--- src/rtl/uart_tx_arbiter.sv ---
// uart_tx_arbiter
// Shares one UART transmitter among NUM_REQ byte producers with round-robin
// arbitration. The arbiter latches the winning byte, pulses tx_start and the
// winner's gnt for one cycle, then follows the transmitter's tx_busy through
// acceptance and completion before it arbitrates again.
//
// Optional feature: define UART_ARB_TIMEOUT_EN to build a watchdog. The
// watchdog aborts a frame the transmitter never accepts or never finishes.
// When the macro is undefined, the watchdog is not built and timeout_err is
// tied low.
//
// Build notes:
// - Every output is registered.
// - Reset is synchronous and active high.

module uart_tx_arbiter #(
    parameter int NUM_REQ        = 4,
    parameter int DATA_W         = 8,
    parameter int TIMEOUT_CYCLES = 8192
) (
    input  logic                       clk,
    input  logic                       reset,
    input  logic [NUM_REQ-1:0]         req,
    input  logic [NUM_REQ*DATA_W-1:0]  req_data,
    output logic [NUM_REQ-1:0]         gnt,
    output logic                       tx_start,
    output logic [DATA_W-1:0]          tx_data,
    input  logic                       tx_busy,
    output logic [$clog2(NUM_REQ)-1:0] grant_id,
    output logic                       arb_busy,
    output logic                       timeout_err
);

    localparam int IW = $clog2(NUM_REQ);

    localparam logic [1:0] ST_IDLE      = 2'd0;
    localparam logic [1:0] ST_ISSUE     = 2'd1;
    localparam logic [1:0] ST_WAIT_BUSY = 2'd2;
    localparam logic [1:0] ST_WAIT_DONE = 2'd3;

    // After reset the pointer sits on the last requester, so the search
    // starts at requester 0.
    localparam logic [IW-1:0]      PTR_RESET = IW'(NUM_REQ - 1);
    localparam logic [NUM_REQ-1:0] GNT_ONE   = NUM_REQ'(1);

    logic [1:0]         state_q,    state_d;
    logic [IW-1:0]      ptr_q,      ptr_d;
    logic [IW-1:0]      grant_id_q, grant_id_d;
    logic [DATA_W-1:0]  tx_data_q,  tx_data_d;
    logic [NUM_REQ-1:0] gnt_q,      gnt_d;
    logic               tx_start_q, tx_start_d;
    logic               arb_busy_q, arb_busy_d;

    logic               found;
    logic [IW-1:0]      winner;
    logic [IW-1:0]      cand;
    logic [DATA_W-1:0]  winner_byte;

    // Round-robin search: the first set req bit at ptr+1, ptr+2, ... wrapping
    // modulo NUM_REQ. ptr itself is checked last.
    always_comb begin
        found  = 1'b0;
        winner = '0;
        cand   = '0;
        for (int off = 1; off <= NUM_REQ; off++) begin
            cand = IW'((int'(ptr_q) + off) % NUM_REQ);
            if (!found && req[cand]) begin
                found  = 1'b1;
                winner = cand;
            end
        end
    end

    assign winner_byte = req_data[int'(winner)*DATA_W +: DATA_W];

`ifdef UART_ARB_TIMEOUT_EN
    localparam int CW = $clog2(TIMEOUT_CYCLES + 1);

    logic [CW-1:0] wd_cnt_q, wd_cnt_d;
    logic          wd_expired;
    logic          timeout_q, timeout_d;

    // The count restarts on every new frame and advances once per wait
    // cycle. It reaches TIMEOUT_CYCLES-1 in the last wait cycle allowed.
    always_comb begin
        wd_cnt_d = wd_cnt_q;
        if (state_q == ST_ISSUE) begin
            wd_cnt_d = '0;
        end else if (state_q == ST_WAIT_BUSY || state_q == ST_WAIT_DONE) begin
            wd_cnt_d = wd_cnt_q + CW'(1);
        end
    end

    assign wd_expired = (wd_cnt_q == CW'(TIMEOUT_CYCLES - 1));

    // Watchdog count and the one-cycle abort flag.
    always_ff @(posedge clk) begin
        if (reset) begin
            wd_cnt_q  <= '0;
            timeout_q <= 1'b0;
        end else begin
            wd_cnt_q  <= wd_cnt_d;
            timeout_q <= timeout_d;
        end
    end

    assign timeout_err = timeout_q;
`else
    assign timeout_err = 1'b0;
`endif

    // Next-state logic.
    // - The IDLE decision loads the byte, the index and the one-cycle strobes
    //   together, so all of them are visible during ISSUE.
    // - ptr and grant_id already show the winner while ISSUE is active.
    always_comb begin
        state_d    = state_q;
        ptr_d      = ptr_q;
        grant_id_d = grant_id_q;
        tx_data_d  = tx_data_q;
        gnt_d      = '0;
        tx_start_d = 1'b0;
`ifdef UART_ARB_TIMEOUT_EN
        timeout_d  = 1'b0;
`endif

        case (state_q)
            ST_IDLE: begin
                if (found) begin
                    state_d    = ST_ISSUE;
                    tx_data_d  = winner_byte;
                    ptr_d      = winner;
                    grant_id_d = winner;
                    gnt_d      = GNT_ONE << winner;
                    tx_start_d = 1'b1;
                end
            end
            ST_ISSUE: begin
                state_d = ST_WAIT_BUSY;
            end
            ST_WAIT_BUSY: begin
                if (tx_busy) begin
                    state_d = ST_WAIT_DONE;
                end
            end
            ST_WAIT_DONE: begin
                if (!tx_busy) begin
                    state_d = ST_IDLE;
                end
            end
            default: begin
                state_d = ST_IDLE;
            end
        endcase

`ifdef UART_ARB_TIMEOUT_EN
        // Normal completion in the limit cycle takes precedence over the abort.
        if ((state_q == ST_WAIT_BUSY || state_q == ST_WAIT_DONE) && wd_expired &&
            !(state_q == ST_WAIT_DONE && !tx_busy)) begin
            state_d   = ST_IDLE;
            timeout_d = 1'b1;
        end
`endif

        arb_busy_d = (state_d != ST_IDLE);
    end

    // State and registered outputs. A reset discards any latched byte.
    always_ff @(posedge clk) begin
        if (reset) begin
            state_q    <= ST_IDLE;
            ptr_q      <= PTR_RESET;
            grant_id_q <= '0;
            tx_data_q  <= '0;
            gnt_q      <= '0;
            tx_start_q <= 1'b0;
            arb_busy_q <= 1'b0;
        end else begin
            state_q    <= state_d;
            ptr_q      <= ptr_d;
            grant_id_q <= grant_id_d;
            tx_data_q  <= tx_data_d;
            gnt_q      <= gnt_d;
            tx_start_q <= tx_start_d;
            arb_busy_q <= arb_busy_d;
        end
    end

    assign gnt      = gnt_q;
    assign tx_start = tx_start_q;
    assign tx_data  = tx_data_q;
    assign grant_id = grant_id_q;
    assign arb_busy = arb_busy_q;

endmodule

--- config.mk ---
export PLATFORM = sky130hd
export DESIGN_NAME = uart_tx_arbiter
export DESIGN_NICKNAME = d
export VERILOG_FILES = /design/src/rtl/uart_tx_arbiter.sv
export SDC_FILE = /design/constraint.sdc
export NUM_CORES = 1
export LEC_CHECK = 0
export ABC_CLOCK_PERIOD_IN_PS = 5100
export CORE_MARGIN = 8
export CORE_UTILIZATION = 40
export CTS_CLUSTER_SIZE = 10
export DETAILED_ROUTE_END_ITERATION = 6
export PLACE_DENSITY = 0.79
export SLEW_MARGIN = 20
export SYNTH_ARGS = -nofsm -noshare
export SYNTH_HDL_FRONTEND = slang
export SYNTH_SLANG_ARGS = --single-unit
--- constraint.sdc ---
create_clock -name clk -period 5.1 [get_ports clk]
set_clock_uncertainty 0.1 [all_clocks]
set_input_delay 1.53 -clock clk [delete_from_list [all_inputs] [get_ports clk]]
set_output_delay 1.53 -clock clk [all_outputs]
set_load 0.005 [all_outputs]
==> results_tabular.tex <==
\begin{tabular}{lr}
\hline
Metric & Value \\
\hline
\multicolumn{2}{l}{\textbf{Global route}} \\
\quad All-Layer GR Usage & 0.133 \\
\quad Number of global-route vias before repair & 1061 \\
\quad Wire length of the first global-routing pass & 4890 µm \\
\quad Initial antenna violation count & 0 \\
\quad Gr ovfl total & 0 \\
\quad Largest net degree at the start of global routing & 17 \\
\multicolumn{2}{l}{\textbf{Logic synthesis}} \\
\quad Top area cells in the synthesized netlist & sky130\_fd\_sc\_hd\_\_dfxtp\_1 36\%, sky130\_fd\_sc\_hd\_\_mux2i\_1 9.8\%, sky130\_fd\_sc\_hd\_\_o221ai\_2 4.0\% \\
\quad Top cell type by total area after synthesis & sky130\_fd\_sc\_hd\_\_dfxtp\_1 \\
\quad Synthesized Nets & roughly 160 \\
\quad Most common cell in the synthesized netlist & sky130\_fd\_sc\_hd\_\_dfxtp\_1 \\
\quad Share of flip-flops with an asynchronous set or reset after synthesis & 0 \\
\quad Area share of the largest cell type after synthesis & 0.357 \\
\quad Number of unique standard cell types used by synthesis & 43 \\
\quad Netlist area before placement & around 1100 µm² \\
\quad Number of flops mapped to enable cells by yosys & 0 \\
\quad Top flip-flop cell by instance count after synthesis & sky130\_fd\_sc\_hd\_\_dfxtp\_1 \\
\quad Ranking of synthesized cells by instance count & 20 x sky130\_fd\_sc\_hd\_\_dfxtp\_1, 11 x sky130\_fd\_sc\_hd\_\_mux2i\_1, 10 x sky130\_fd\_sc\_hd\_\_nor2\_1 \\
\quad Post-synthesis average cell area & around 9.7 µm² \\
\quad Cells after Synth & $\sim$120 \\
\quad Sequential element share of the synthesized area & 0.357 \\
\quad Flip-flop and latch count after synthesis & 20 \\
\quad Warnings, synthesis & 0 \\
\multicolumn{2}{l}{\textbf{CTS}} \\
\quad Clock latency on the worst-skew pair & 0.30 ns \\
\quad Count of buffers added by post-CTS timing repair for setup & 0 \\
\quad TritonCTS sink count & 20 \\
\quad Clock-pin transition on the worst setup and hold timing paths & approximately 0.11 ns \\
\quad Maximum buffer depth of the clock tree & 2 \\
\quad Cells resized by post-CTS repair & 0 \\
\quad Cell chosen for the clock root & sky130\_fd\_sc\_hd\_\_clkbuf\_4 \\
\quad TritonCTS Buffers & 3 \\
\quad Hold Buf Count CTS & 0 \\
\quad CTS tree & done \\
\quad Max H-tree Level & 1 \\
\multicolumn{2}{l}{\textbf{Detailed routing}} \\
\quad DRT Wirelength & between 3000 and 4000 µm \\
\quad Number of detailed-routing iterations run before antenna repair & 4 \\
\quad Total number of vias & about 1000 \\
\quad Average routed wire per standard cell & between 15 and 20 µm \\
\quad Count of antenna-violating nets left after detailed routing & 0 \\
\quad Detail-routed via count per cell & 5.19 \\
\quad Top Layer Used & met4 \\
\quad DR WL met2 & around 1400 µm \\
\quad Post-route met1 wirelength & 1260 µm \\
\quad Detailed router's first-iteration violation count & 57 \\
\quad Routed wire length on met3 & slightly below 500 µm \\
\quad DRC errors left & 0 \\
\multicolumn{2}{l}{\textbf{Floorplan}} \\
\quad Die boundary height & between 60 and 70 µm \\
\quad Starting Density & 0.414 \\
\quad IO Count & 56 \\
\quad Placeable Area & 2710 µm² \\
\quad Total die area & between 4000 and 5000 µm² \\
\quad Die Width & a little under 70 µm \\
\quad Number of placement rows & 19 \\
\multicolumn{2}{l}{\textbf{STA}} \\
\quad Number of hold violations in the final report & 0 \\
\quad Final worst-path setup slack & 1.82 ns \\
\quad Upper clock frequency limit & a little over 0.3 GHz \\
\quad Final TNS setup & 0 ns \\
\quad Minimum period implied by the final worst setup slack & 3.28 ns \\
\quad Slew Limit Headroom & 0.512 \\
\quad Share of the clock period used by the worst path & 0.643 \\
\quad Setup repair after global routing missed its margin & no \\
\quad Final number of max-transition violations & 0 \\
\quad Slew of the pin with the lowest slew margin & a little over 0.7 ns \\
\quad Setup-failing EPs final & 0 \\
\multicolumn{2}{l}{\textbf{Setup path}} \\
\quad Kind of start point of the critical path & input pin \\
\quad Arrival time at the worst endpoint & 3.36 ns \\
\quad Peak fanout along the critical path & 16 \\
\quad Worst reg2reg setup slack & roughly 3.2 ns \\
\quad Worst reg2reg path endpoint & tx\_data[1] \\
\quad Standard cell with the maximum stage delay on the critical path & sky130\_fd\_sc\_hd\_\_o21ai\_1 \\
\quad Worst R2R Path Depth & 5 \\
\quad Delay of the slowest cell on the worst path & slightly above 0.6 ns \\
\quad List of cells traversed by the critical path & clkdlybuf4s50\_1 > o21ai\_1 > nand3\_4 > mux2i\_1 > o221ai\_2 \\
\quad Type of the worst setup path & input pin to register \\
\quad Endpoint kind of the worst setup timing path & register \\
\quad Worst r2r src & ptr\_q[0] \\
\quad Critical path required time & a little over 5 ns \\
\multicolumn{2}{l}{\textbf{Cells and area}} \\
\quad Signed area change from the synthesized netlist to the final layout & 51.8\% \\
\quad Fill cell total of the finished layout & 239 \\
\quad Fraction of layout instances using a drive strength above 1 & 0.125 \\
\quad \# diodes & 0 \\
\quad \# nets final & around 210 \\
\multicolumn{2}{l}{\textbf{Hold path}} \\
\quad Hold Crit Depth & 2 \\
\quad Worst min path class & register to register \\
\quad End of the worst hold path & grant\_id[1] \\
\quad Startpoint of the most critical hold path & grant\_id[1] \\
\multicolumn{2}{l}{\textbf{Placement}} \\
\quad Worst slack after detailed placement & 1.52 ns \\
\quad Routability cong. & 0.804 \\
\quad Hpwl dp & $\sim$2600 µm \\
\quad Count of port buffers added during placement & 54 \\
\multicolumn{2}{l}{\textbf{Power and ir drop}} \\
\quad VDD IR max & approximately 0.00022 V \\
\quad Power density normalized to cell area & 294 nW/µm² \\
\quad LEAKAGE & roughly 0.68 nW \\
\multicolumn{2}{l}{\textbf{Job}} \\
\quad Reported max-cap violation count & 0 \\
\multicolumn{2}{l}{\textbf{Run status}} \\
\quad Run status & finished, final reports clean \\
\hline
\end{tabular}
[sequential cells by signal (all words and copies together) (netlist names)]
register and cells:
arb_busy 1, gnt 4, state_q 2, tx_data 8, grant_id 2, tx_start 1
ptr_q 2
[placed cells by master, fill, tap and decap left out, types with 2 or more instances in the layout]
master	n
sky130_fd_sc_hd__clkdlybuf4s50_1	54
sky130_fd_sc_hd__nor2_1	10
sky130_fd_sc_hd__clkbuf_4	3
sky130_fd_sc_hd__and4_1	5
sky130_fd_sc_hd__mux2i_1	11
sky130_fd_sc_hd__dfxtp_1	20
sky130_fd_sc_hd__o221ai_2	3
sky130_fd_sc_hd__nand2b_1	2
sky130_fd_sc_hd__o21ai_1	5
sky130_fd_sc_hd__nor3_1	2
sky130_fd_sc_hd__nand2_1	9
sky130_fd_sc_hd__o211ai_1	5
sky130_fd_sc_hd__a31oi_1	5
sky130_fd_sc_hd__nand3b_1	3
sky130_fd_sc_hd__inv_1	5
[final cells by class]
cell class                      instances  area, µm²  share of cell area
Timing Repair Buffer                   54        541               0.318
Multi-Input combinational cell         84        644               0.379
Clock inverter                          1       30.0              0.0176
Tap cell                               31       38.8              0.0228
Inverter                                6       25.0              0.0147
Sequential cell                        20        400               0.235
Clock buffer                            3       22.5              0.0132
[worst max-delay path by stage]
stage	end	slack (ns)	cells after the start	start
after global routing	tx_data[1]	1.71	5	req[1]
final	tx_data[1]	1.82	5	req[1]
after CTS	tx_data[1]	1.85	5	req[1]
after floorplan	tx_data[1]	2.40	5	req[1]
after detailed placement	tx_data[1]	1.52	6	req[3]
after global placement	tx_data[1]	1.65	5	req[1]
[report_power, final]
part	total, W	switching, W	internal, W
logic	0.000178	0.0000768	0.000102
clock network	0.000128	0.0000485	0.0000794
registers	0.000195	0.0000145	0.000180
[metrics by stage]
step / total power [W] / util / hold slack, ns / area [µm²] / std cells
finish: 0.000501 / 0.628 / 0.357 / 1700 / 199
global route: 0.000532 / 0.628 / 0.386 / 1700 / 199
CTS: 0.000508 / 0.628 / 0.364 / 1700 / 199
detailed placement: 0.000378 / 0.608 / 0.342 / 1650 / 195
global placement: 0.000372 / 0.608 / 0.338 / 1650 / 195
floorplan: 0.000297 / - / 0.339 / 1120 / 116
[per-layer routing]
layer,track usage,up-vias
met5,0,-
li1,-,523
met3,0.0598,4
met1,0.148,450
met2,0.228,56
met4,0.0301,0
[kinds of logic after synthesis]
logic type,synth area share
AOI/OAI and AO/OA,0.190
buffers and inverters,0.0681
DFF,0.357
muxes,0.0982
other,0.00335
and+or+nand+nor,0.283
[worst max-delay path, delay by kind of cell]
| kind | cells | cell delay [ns] |
|---|---|---|
| AOI/OAI and AO/OA | 2 | 0.74 |
| buffers and inverters | 1 | 0.47 |
| muxes | 1 | 0.28 |
| and+or+nand+nor | 1 | 0.34 |
No activity file was read; power rests on OpenSTA's default activity.
